## src/rtl/cache_pkg.sv

```systemverilog
// Shared types and constants for the direct-mapped cache controller.
// state_t   : controller FSM states
// WORD_W    : core data word width
// LINE_W    : cache line width (four words)
// ADDR_W    : core word-address width
// MEM_ADDR_W: line-address width toward slow_memory
// idx_w/tag_w: index and tag widths for a given number of lines
package cache_pkg;

  typedef enum logic [1:0] {
    COMPARE,
    WRITEBACK,
    ALLOCATE
  } state_t;

  localparam int unsigned WORD_W     = 32;
  localparam int unsigned LINE_W     = 128;
  localparam int unsigned ADDR_W     = 30;
  localparam int unsigned MEM_ADDR_W = 28;

  // NUM_BLOCKS is a power of two, at least 2.
  function automatic int unsigned idx_w(input int unsigned num_blocks);
    return $clog2(num_blocks);
  endfunction

  function automatic int unsigned tag_w(input int unsigned num_blocks);
    return MEM_ADDR_W - idx_w(num_blocks);
  endfunction

endpackage

```

## src/rtl/dm_cache_ctrl_if.sv

```systemverilog
// Bus bundle between the core data port, the cache controller and slow_memory.
// proc_*    : core request (read/write/addr/wdata) and response (stall/rdata)
// mem_*     : line request (read/write/addr/wdata) and response (rdata/ready)
// Modports  : master = cache controller, slave = core + memory environment.
interface dm_cache_ctrl_if;

  logic         proc_read;
  logic         proc_write;
  logic [29:0]  proc_addr;
  logic [31:0]  proc_wdata;
  logic         proc_stall;
  logic [31:0]  proc_rdata;

  logic         mem_read;
  logic         mem_write;
  logic [27:0]  mem_addr;
  logic [127:0] mem_wdata;
  logic [127:0] mem_rdata;
  logic         mem_ready;

  modport master (
    input  proc_read, proc_write, proc_addr, proc_wdata,
    output proc_stall, proc_rdata,
    output mem_read, mem_write, mem_addr, mem_wdata,
    input  mem_rdata, mem_ready
  );

  modport slave (
    output proc_read, proc_write, proc_addr, proc_wdata,
    input  proc_stall, proc_rdata,
    input  mem_read, mem_write, mem_addr, mem_wdata,
    output mem_rdata, mem_ready
  );

endinterface

```

## src/rtl/cache_line_store.sv

```systemverilog
// Storage for the direct-mapped cache: valid, dirty, tag and line data.
// clk, rst_n   : clock; async active-low reset clears valid/dirty only
// idx_i        : line index for read, word write and fill
// valid_o, dirty_o, tag_o, line_o : asynchronous read of the indexed line
// wr_en_i, wr_word_i, wr_data_i   : word write on a hit (also sets dirty)
// fill_en_i, fill_tag_i, fill_line_i : whole-line fill (valid=1, dirty=0)
module cache_line_store
  import cache_pkg::*;
#(
  parameter int unsigned NUM_BLOCKS = 8,
  parameter int unsigned IDX_W      = 3,
  parameter int unsigned TAG_W      = 25
) (
  input  logic                 clk,
  input  logic                 rst_n,
  input  logic [IDX_W-1:0]     idx_i,
  output logic                 valid_o,
  output logic                 dirty_o,
  output logic [TAG_W-1:0]     tag_o,
  output logic [LINE_W-1:0]    line_o,
  input  logic                 wr_en_i,
  input  logic [1:0]           wr_word_i,
  input  logic [WORD_W-1:0]    wr_data_i,
  input  logic                 fill_en_i,
  input  logic [TAG_W-1:0]     fill_tag_i,
  input  logic [LINE_W-1:0]    fill_line_i
);

  logic [NUM_BLOCKS-1:0] valid_q;
  logic [NUM_BLOCKS-1:0] dirty_q;
  logic [TAG_W-1:0]      tag_q  [NUM_BLOCKS];
  logic [LINE_W-1:0]     data_q [NUM_BLOCKS];

  assign valid_o = valid_q[idx_i];
  assign dirty_o = dirty_q[idx_i];
  assign tag_o   = tag_q[idx_i];
  assign line_o  = data_q[idx_i];

  always_ff @(posedge clk or negedge rst_n) begin
    if (!rst_n) begin
      valid_q <= '0;
      dirty_q <= '0;
    end else if (fill_en_i) begin
      valid_q[idx_i] <= 1'b1;
      dirty_q[idx_i] <= 1'b0;
    end else if (wr_en_i) begin
      dirty_q[idx_i] <= 1'b1;
    end
  end

  // Tag and data carry no reset; they are qualified by valid.
  always_ff @(posedge clk) begin
    if (fill_en_i) begin
      tag_q[idx_i]  <= fill_tag_i;
      data_q[idx_i] <= fill_line_i;
    end else if (wr_en_i) begin
      data_q[idx_i][{wr_word_i, 5'b0} +: WORD_W] <= wr_data_i;
    end
  end

endmodule

```

## src/rtl/dm_cache_ctrl.sv

```systemverilog
// Direct-mapped, write-back, write-allocate cache controller between the
// core data port and slow_memory.
// clk   : clock, all state on posedge
// rst_n : async active-low reset
// bus   : dm_cache_ctrl_if.master carrying the proc_* request/response and
//         the registered mem_* line request toward slow_memory.
// A miss stalls the core; a dirty victim is written back before the fetch.
module dm_cache_ctrl
  import cache_pkg::*;
#(
  parameter int unsigned NUM_BLOCKS = 8,
  parameter int unsigned LINE_W     = 128
) (
  input  logic              clk,
  input  logic              rst_n,
  dm_cache_ctrl_if.master   bus
);

  localparam int unsigned IDX_W = idx_w(NUM_BLOCKS);
  localparam int unsigned TAG_W = tag_w(NUM_BLOCKS);

  state_t state_q, state_d;

  logic                  mem_read_q,  mem_read_d;
  logic                  mem_write_q, mem_write_d;
  logic [MEM_ADDR_W-1:0] mem_addr_q,  mem_addr_d;
  logic [LINE_W-1:0]     mem_wdata_q, mem_wdata_d;

  logic [IDX_W-1:0]  proc_idx;
  logic [TAG_W-1:0]  proc_tag;
  logic [1:0]        proc_word;
  logic              req;
  logic              is_read;

  logic              line_valid;
  logic              line_dirty;
  logic [TAG_W-1:0]  line_tag;
  logic [LINE_W-1:0] line_data;
  logic              hit;

  logic              wr_en;
  logic              fill_en;
  logic              stall;
  logic [WORD_W-1:0] rdata;

  assign proc_word = bus.proc_addr[1:0];
  assign proc_idx  = bus.proc_addr[IDX_W+1:2];
  assign proc_tag  = bus.proc_addr[ADDR_W-1:IDX_W+2];
  assign req       = bus.proc_read | bus.proc_write;
  // Read wins when both strobes are high.
  assign is_read   = bus.proc_read;
  assign hit       = line_valid && (line_tag == proc_tag);

  cache_line_store #(
    .NUM_BLOCKS (NUM_BLOCKS),
    .IDX_W      (IDX_W),
    .TAG_W      (TAG_W)
  ) u_store (
    .clk         (clk),
    .rst_n       (rst_n),
    .idx_i       (proc_idx),
    .valid_o     (line_valid),
    .dirty_o     (line_dirty),
    .tag_o       (line_tag),
    .line_o      (line_data),
    .wr_en_i     (wr_en),
    .wr_word_i   (proc_word),
    .wr_data_i   (bus.proc_wdata),
    .fill_en_i   (fill_en),
    .fill_tag_i  (proc_tag),
    .fill_line_i (bus.mem_rdata)
  );

  always_ff @(posedge clk or negedge rst_n) begin
    if (!rst_n) begin
      state_q     <= COMPARE;
      mem_read_q  <= 1'b0;
      mem_write_q <= 1'b0;
      mem_addr_q  <= '0;
      mem_wdata_q <= '0;
    end else begin
      state_q     <= state_d;
      mem_read_q  <= mem_read_d;
      mem_write_q <= mem_write_d;
      mem_addr_q  <= mem_addr_d;
      mem_wdata_q <= mem_wdata_d;
    end
  end

  always_comb begin
    state_d     = state_q;
    mem_read_d  = mem_read_q;
    mem_write_d = mem_write_q;
    mem_addr_d  = mem_addr_q;
    mem_wdata_d = mem_wdata_q;
    stall       = 1'b0;
    rdata       = '0;
    wr_en       = 1'b0;
    fill_en     = 1'b0;

    unique case (state_q)
      COMPARE: begin
        if (req) begin
          if (hit) begin
            if (is_read) begin
              rdata = line_data[{proc_word, 5'b0} +: WORD_W];
            end else begin
              wr_en = 1'b1;
            end
          end else begin
            stall = 1'b1;
            if (line_valid && line_dirty) begin
              state_d     = WRITEBACK;
              mem_write_d = 1'b1;
              mem_addr_d  = {line_tag, proc_idx};
              mem_wdata_d = line_data;
            end else begin
              state_d    = ALLOCATE;
              mem_read_d = 1'b1;
              mem_addr_d = bus.proc_addr[ADDR_W-1:2];
            end
          end
        end
      end

      WRITEBACK: begin
        stall = 1'b1;
        if (bus.mem_ready) begin
          state_d     = ALLOCATE;
          mem_write_d = 1'b0;
          mem_read_d  = 1'b1;
          mem_addr_d  = bus.proc_addr[ADDR_W-1:2];
        end
      end

      ALLOCATE: begin
        stall = 1'b1;
        if (bus.mem_ready) begin
          state_d    = COMPARE;
          mem_read_d = 1'b0;
          fill_en    = 1'b1;
        end
      end

      default: begin
        state_d = COMPARE;
      end
    endcase
  end

  assign bus.proc_stall = stall;
  assign bus.proc_rdata = rdata;
  assign bus.mem_read   = mem_read_q;
  assign bus.mem_write  = mem_write_q;
  assign bus.mem_addr   = mem_addr_q;
  assign bus.mem_wdata  = mem_wdata_q;

endmodule

```

## src/flat_wrapper.sv

```systemverilog
// flat-port wrapper written by rule: the top's interface ports become plain ports
module dm_cache_ctrl_flat import cache_pkg::*;
#(
  parameter int unsigned NUM_BLOCKS = 8,
  parameter int unsigned LINE_W     = 128
)
  (clk, rst_n, bus_proc_read, bus_proc_write, bus_proc_addr, bus_proc_wdata, bus_proc_stall, bus_proc_rdata, bus_mem_read, bus_mem_write, bus_mem_addr, bus_mem_wdata, bus_mem_rdata, bus_mem_ready);
  dm_cache_ctrl_if bus_i ();
  input  logic clk;
  input  logic rst_n;
  input wire logic [$bits(bus_i.proc_read)-1:0] bus_proc_read;
  input wire logic [$bits(bus_i.proc_write)-1:0] bus_proc_write;
  input wire logic [$bits(bus_i.proc_addr)-1:0] bus_proc_addr;
  input wire logic [$bits(bus_i.proc_wdata)-1:0] bus_proc_wdata;
  output wire logic [$bits(bus_i.proc_stall)-1:0] bus_proc_stall;
  output wire logic [$bits(bus_i.proc_rdata)-1:0] bus_proc_rdata;
  output wire logic [$bits(bus_i.mem_read)-1:0] bus_mem_read;
  output wire logic [$bits(bus_i.mem_write)-1:0] bus_mem_write;
  output wire logic [$bits(bus_i.mem_addr)-1:0] bus_mem_addr;
  output wire logic [$bits(bus_i.mem_wdata)-1:0] bus_mem_wdata;
  input wire logic [$bits(bus_i.mem_rdata)-1:0] bus_mem_rdata;
  input wire logic [$bits(bus_i.mem_ready)-1:0] bus_mem_ready;
  assign bus_i.proc_read = bus_proc_read;
  assign bus_i.proc_write = bus_proc_write;
  assign bus_i.proc_addr = bus_proc_addr;
  assign bus_i.proc_wdata = bus_proc_wdata;
  assign bus_proc_stall = bus_i.proc_stall;
  assign bus_proc_rdata = bus_i.proc_rdata;
  assign bus_mem_read = bus_i.mem_read;
  assign bus_mem_write = bus_i.mem_write;
  assign bus_mem_addr = bus_i.mem_addr;
  assign bus_mem_wdata = bus_i.mem_wdata;
  assign bus_i.mem_rdata = bus_mem_rdata;
  assign bus_i.mem_ready = bus_mem_ready;
  dm_cache_ctrl #(.NUM_BLOCKS(NUM_BLOCKS), .LINE_W(LINE_W)) u_core (.clk(clk), .rst_n(rst_n), .bus(bus_i));
endmodule
```

## config.mk

```make
export PLATFORM = sky130hd
export DESIGN_NAME = dm_cache_ctrl_flat
export DESIGN_NICKNAME = d
export VERILOG_FILES = /design/src/rtl/cache_pkg.sv /design/src/rtl/dm_cache_ctrl_if.sv /design/src/rtl/cache_line_store.sv /design/src/rtl/dm_cache_ctrl.sv /design/src/flat_wrapper.sv
export SDC_FILE = /design/constraint.sdc
export NUM_CORES = 1
export LEC_CHECK = 0
export CORE_ASPECT_RATIO = 2
export CORE_MARGIN = 5
export CORE_UTILIZATION = 32
export DETAILED_ROUTE_END_ITERATION = 8
export PLACE_DENSITY = 0.59
export SLEW_MARGIN = 15
export SYNTH_ARGS = -nofsm -noshare
export SYNTH_HDL_FRONTEND = slang
export SYNTH_SLANG_ARGS = --single-unit
```

## constraint.sdc

```tcl
create_clock -name clk -period 4.7 [get_ports clk]
set_input_delay 0.705 -clock clk [delete_from_list [all_inputs] [get_ports clk]]
set_output_delay 0.705 -clock clk [all_outputs]
set_load 0.005 [all_outputs]
```

==> results.cfg, run 1 <==
[setup_path]
critPathLaunch = u_core.u_store.tag_q[5][2]
worstSetupPathType = register to primary output
cp_max_fo = 9
path_cells = mux4_2, mux2i_1, xor2_1, nand2_1, nor4_4, buf_4, and4_4, nand3_4, buf_6, nor2b_1, buf_4, clkdlybuf4s50_1
reg2reg_depth = 14
crit_path_max_incr_delay_ns = 0.49
required_ns = 3.99
cpMaxStageDelayCell = clkdlybuf4s50_1
reg2reg_from = u_core.u_store.tag_q[5][2]
crit_buf_inv = 4
r2r_setup_slack_ns = 0.72
worst-path-stages = 12
arrival_ns = 3.93
critPathLaunchType = register
crit_path_frequent_cell = buf_4
crit_end = bus_proc_rdata[13]
critPathTopFamily = buffers and inverters
r2r_end = u_core.u_store.data_q[0][110]
worstSetupEndpointType = primary output

[yosys]
synth.distinct_cells = 60
synth.largest_area_cell = edfxtp_1
synth_edf_count = 1224
synthTopCellsByArea = edfxtp_1 65%, dfrtp_1 7.8%, a22oi_1 4.8%
netlist_area_sq_um = 56400
syn_inst = 3645
syn-num-nets = 3849
synth_warnings = 0
synth-main-ff-cell = edfxtp_1
synth_xor_area_share_pct = 0.217
yosysSeqAreaShare_pct = 73.0
ys_top_cells_by_count = 1224 x edfxtp_1, 361 x a22oi_1, 239 x mux2i_1
synth_top_family_by_area = compound AO/OA/AOI/OAI gates
yosysMostFrequentCell = edfxtp_1
synthArstFlopShare_pct = 12.6
synth_top_area_share_pct = 65.1
avgSynthCellArea_sq_um = 15.5
ys_ff_latch = 1400
synth.area.mux_share_pct = 7.87
synthAdderAreaFrac_pct = 0.200
yosys.area_share.simple_pct = 5.34
synth_compound_area_share_pct = 9.98

[detailed_routing]
vias = 37000
dr.pass1.iters = 6
ant_nets = 0
drt-initial-drc-count = 3808
drt_wl_total_um = 200000
avgRoutedWirePerCell_um = 28.9
remaining_drc_errors = 0
avgViaCountPerCell = 5.36

[grt]
grt_usage_pct = 20.9
grt_overflow = 0
grt_max_degree = 65
grt_antenna_before_repair = 15
grt_pass1_wl_um = 280000
grt_pass1_vias = 37500

[clocking]
cts_buffers = 130
path_clk_slew_ns = 0.07
clockBufferDepth = 3
clk_root_buffer_cell = clkbuf_16
cts.sinks = 1400
htreeDepth = 4
clk_latency_ns = 0.78
cts_tree = built

[sta]
slew_headroom_pct = 36.0
finalHoldViolations = 0
worstMarginPinSlew_ns = 0.960
setup_viol = 0
slew_viol_final = 0
clock_skew_ns = 0.0319
fmax_mhz = 216
finalCritPeriodShare_pct = 98.6
layout_min_cycle_time_ns = 4.63
hold-worst-slack_ns = 0.440
rsz0062_at_grt = true
worst_slack_ns = 0.0659

[floorplanning]
die-area_sq_um = 185000
die_w_um = 307
rows = 218
start_util_pct = 32.1
die_h_um = 604
pin_count = 386
core_area_sq_um = 176000

[power]
report.power.total_uw = 28800
ir_worst_vdd_uv = 364
leakagePower_uw = 0.0260
power-per-cell-area_nw_per_um2 = 397

[finish]
final_nets = 4683
area_delta_synth_final_pct = 28.6
drive_gt1_share_pct = 22.1
final_util_pct = 41.2
layout.cells.non_filler = 6896
multi_input_area_sq_um = 13600
nFillCells = 16000
layout.area.seq_sq_um = 41200

[placed_design]
gp_congestion = 0.846
io_buffers = 385
dp.cells = 6645
dpl.hpwl_um = 142000
place_ws_ns = -0.246

[run_status]
outcome = finished, final reports clean

[worst_hold_path]
hold_class = primary input to register

[flow_run]
maxCapViolCount = 0
routing by layer:
layer | global-route usage [%] | wire length (um) | up-vias
met1 | 25.4 | 74400 | 18900
met5 | 0 | 13 | -
met3 | 3.86 | 14900 | 404
li1 | - | - | 15800
met2 | 36.1 | 99800 | 1833
met4 | 9.63 | 10400 | 2
kinds of logic (layout without fill, tap and decap cells):
kind of cell               Yosys count  count (layout)
other                                0               5
and+or+nand+nor                    606             606
adders and majority gates            9               9
muxes                              382             382
DFF                               1400            1400
AOI/OAI and AO/OA                  782             782
buffers and inverters              452            1388
xor gates and xnor gates            14              14
registers in the layout, summed over array words and instances, names as in the netlist, named ones only:
name,cells
u_core.bus.mem_addr,28
u_core.bus.mem_read,1
u_core.u_store.data_q,1024
u_core.bus.mem_wdata,128
u_core.bus.mem_write,1
u_core.u_store.valid_q,8
u_core.u_store.tag_q,200
u_core.state_q,2
worst min path at each step:
stage	to	slack (ns)	cells after the start	from
final	u_core.bus.mem_addr[1]	0.44	4	bus_proc_addr[3]
after global routing	u_core.bus.mem_addr[1]	0.42	4	bus_proc_addr[3]
after CTS	u_core.bus.mem_addr[1]	0.38	4	bus_proc_addr[3]
after detailed placement	u_core.u_store.valid_q[2]	0.46	1	u_core.u_store.valid_q[2]
after global placement	u_core.u_store.valid_q[2]	0.45	1	u_core.u_store.valid_q[2]
after floorplan	async pin	0.41	0	rst_n
tightest hold or removal path, stage by stage:
cell and delay [ns]:
buf_2 0.19, nand2_1 0.08, or4_1 0.10, o211ai_1 0.08
final cells by class:
class / instances / share of cell area (%)
Clock buffer: 156 / 4.79
Clock inverter: 78 / 1.31
Timing Repair Buffer: 947 / 13.4
Sequential cell: 1400 / 56.7
Antenna cell: 5 / 0.0173
Tap cell: 2310 / 3.98
Inverter: 207 / 1.07
Multi-Input combinational cell: 1793 / 18.7
per-stage QoR:
stage | setup TNS (ns) | area (sq um)
2_1_floorplan | 0 | 56400
3_3_place_gp | -26.60 | 67800
3_5_place_dp | -10.30 | 67800
4_1_cts | -2.20 | 72400
5_1_grt | -1.17 | 72500
6_report | 0 | 72500
power breakdown:
group	switching (uW)	leakage [uW]	total, uW	internal [uW]
registers	222	0.0131	14300	14100
logic	2090	0.0108	3550	1460
clock network	4830	0.00215	11000	6140
cell usage in the layout, fill, tap and decap left out, types with 13 or more instances in the layout:
cell type        count
nor2_1             104
nand4_1             55
a21oi_1             88
nor2_2              18
clkdlybuf4s50_1    357
nand2_1            230
buf_12             129
nand3_1             26
a222oi_1            14
and3_1              40
inv_1              206
or4_1               13
dfrtp_1            176
clkbuf_16          132
a221oi_1            56
o21ai_0             60
a22o_1              50
bufinv_16           14
a22oi_1            361
o211ai_1            35
mux2_2             103
buf_4              429
a211oi_1            35
o21a_2              32
nor2b_1             38
clkbuf_1            15
mux4_2              39
mux2i_1            237
edfxtp_1          1224
clkinv_1            17
o22ai_1             20
clkinv_2            21
timing repair:
item,4_1_cts,5_1_grt
pin swaps,2,3
gates resized for setup,22,52
hold buffers,1,0
setup endpoints to repair,33,31
buffers inserted,4,6
cloned,1,1
hold endpoints to repair,52,0
No activity file was read; power rests on OpenSTA's default activity.
==> run 2: changes to the inputs <==
Settings changed: CTS_CLUSTER_DIAMETER from default to 30.
==> run 2 against run 1 <==
  * The flow now finishes with violations (negative setup slack)
  * Final area rose by 3.3%
  * Critical path depth unchanged
  * Register-to-register slack lost 0.29 ns
  * Utilization increased by 1.3 points
  * Largest cell class unchanged
==> results.cfg, run 2 (synthesis results as in run 1) <==
[clocking]
path_clk_slew_ns = 0.06
cts.sinks = 1400
htreeDepth = 4
cts_tree = built
clk_latency_ns = 0.83
clockBufferDepth = 4
cts_buffers = 197
clk_root_buffer_cell = clkbuf_16

[floorplanning]
start_util_pct = 32.1
die_h_um = 604
core_area_sq_um = 176000
pin_count = 386
rows = 218
die-area_sq_um = 185000
die_w_um = 307

[grt]
grt_pass1_wl_um = 282000
grtUsageMet3_pct = 3.93
use_met2_pct = 36.6
grt_pass1_vias = 38100
grt_usage_pct = 20.9
grt-busiest-layer = met2
grt_antenna_before_repair = 13
use_met1_pct = 25.2
grt_max_degree = 65
grt_overflow = 0

[placed_design]
gp_congestion = 0.846
dpl.hpwl_um = 142000
dp.cells = 6645
io_buffers = 385

[power]
seqPwrFrac_pct = 43.4
combPwrFrac_pct = 10.8
pwr-share-clk_pct = 45.8
power-per-cell-area_nw_per_um2 = 440
p_int_uw = 24600
power.switching_uw = 8350
ir_worst_vdd_uv = 611
switching_share_pct = 25.4
report.power.total_uw = 32900
leakagePower_uw = 0.0271

[worst_hold_path]
hold_class = primary input to register
min_path_cells = 4

[detailed_routing]
dr.pass1.iters = 5
drt-initial-drc-count = 3870
ant_nets = 0
avgRoutedWirePerCell_um = 28.7
vias = 37700
remaining_drc_errors = 0
avgViaCountPerCell = 5.37
drt_wl_total_um = 201000

[setup_path]
r2r_setup_slack_ns = 0.43
worstSetupPathType = register to primary output
cp_max_fo = 9
arrival_ns = 4.14
worstSetupEndpointType = primary output
required_ns = 3.99
critPathLaunchType = register
reg2reg_depth = 15

[sta]
worst_slack_ns = -0.149
setup_tns_ns = -1.02
slew_headroom_pct = 36.8
setup_viol = 14
clock_skew_ns = 0.0795
finalHoldViolations = 0
layout_min_cycle_time_ns = 4.85
slew_viol_final = 0
rsz0062_at_grt = true
worstMarginPinSlew_ns = 0.947
fmax_mhz = 206
finalCritPeriodShare_pct = 103

[finish]
largest_register = u_core.u_store.data_q
final_nets = 4753
final_common_cell = edfxtp_1
final_util_pct = 42.6
final_cell_mix = 1224 x edfxtp_1, 426 x buf_4, 361 x a22oi_1
drive_gt1_share_pct = 24.8
layout.cells.non_filler = 7023
area_delta_synth_final_pct = 32.8
largest_reg_flops = 1024

[flow_run]
maxCapViolCount = 0

[run_status]
violations = negative setup slack
outcome = finished, violations left
run 2: cell types whose count changed in the layout (fill, tap and decap cells not counted), sizes merged, moves of 3 or more:
| cell | previous run | this run |
|---|---|---|
| buf | 567 | 574 |
| dlymetal6s2s | 8 | 4 |
| clkdlybuf4s15 | 8 | 0 |
| bufinv | 14 | 19 |
| clkinvlp | 8 | 16 |
| clkinv | 48 | 45 |
| clkbuf | 162 | 226 |
| inv | 215 | 273 |
run 2: critical path: stages (launching register included):
cell             delay (ns)
edfxtp_1               0.38
mux4_2                 0.48
mux2i_2                0.20
xor2_1                 0.28
nand4_1                0.19
nor4_4                 0.37
buf_4                  0.17
and4_4                 0.22
nand3_4                0.11
buf_6                  0.20
nor2b_1                0.11
buf_4                  0.11
clkdlybuf4s50_1        0.49
run 2: metal layers:
layer,share of wire [%],routed length [um]
met1,37,74400
met2,50,101000
met3,7.9,15900
met4,4.8,9660
met5,0.017,35
run 2: final timing paths:
path | startpoint | to
max in group asynchronous | rst_n | u_core.bus.mem_addr[13]
hold / removal | bus_proc_addr[3] | u_core.bus.mem_addr[1]
min in group asynchronous | rst_n | u_core.bus.mem_wdata[31]
setup / recovery | u_core.u_store.tag_q[4][19] | bus_proc_rdata[13]
hold reg to reg | u_core.u_store.valid_q[4] | u_core.u_store.valid_q[4]
setup reg to reg | u_core.u_store.tag_q[4][19] | u_core.u_store.data_q[0][110]
run 2: through the flow:
stage / worst slack, ns / hold WS [ns] / area, sq um
2_1_floorplan: 0.414 / 0.409 / 56400
3_3_place_gp: -0.352 / 0.450 / 67800
3_5_place_dp: -0.246 / 0.456 / 67800
4_1_cts: -0.229 / 0.370 / 74700
5_1_grt: -0.332 / 0.411 / 74900
6_report: -0.149 / 0.428 / 74900
run 2: layout make-up:
type | instances | area (sq um)
diodes | 7 | 17.5
inverters | 207 | 777
flip-flops and latches | 1400 | 41200
well taps | 2310 | 2890
repair buffers | 950 | 9710
multi-input cells | 1793 | 13600
clock buffers | 210 | 5020
clock inverters | 146 | 1740
fillers | 15900 | 101000
run 2: power by group through the flow:
| stage | Clock [uW] | Sequential, uW | Combinational (uW) |
|---|---|---|---|
| 6_report | 15100 | 14300 | 3560 |
| 2_1_floorplan | 0 | 14500 | 1510 |
| 3_5_place_dp | 0 | 14500 | 3530 |
| 5_1_grt | 15900 | 14300 | 3770 |
| 3_3_place_gp | 0 | 14500 | 3490 |
| 4_1_cts | 15300 | 14300 | 3560 |
run 2: timing repair:
action                                 4_1_cts  5_1_grt
setup endpoints to repair                   33       31
pin swaps                                    2       10
gates resized for setup                     21       89
endpoints found under the hold margin       52        0
setup buffers                                4       10
hold buffers                                 1        0
cloned                                       1        1
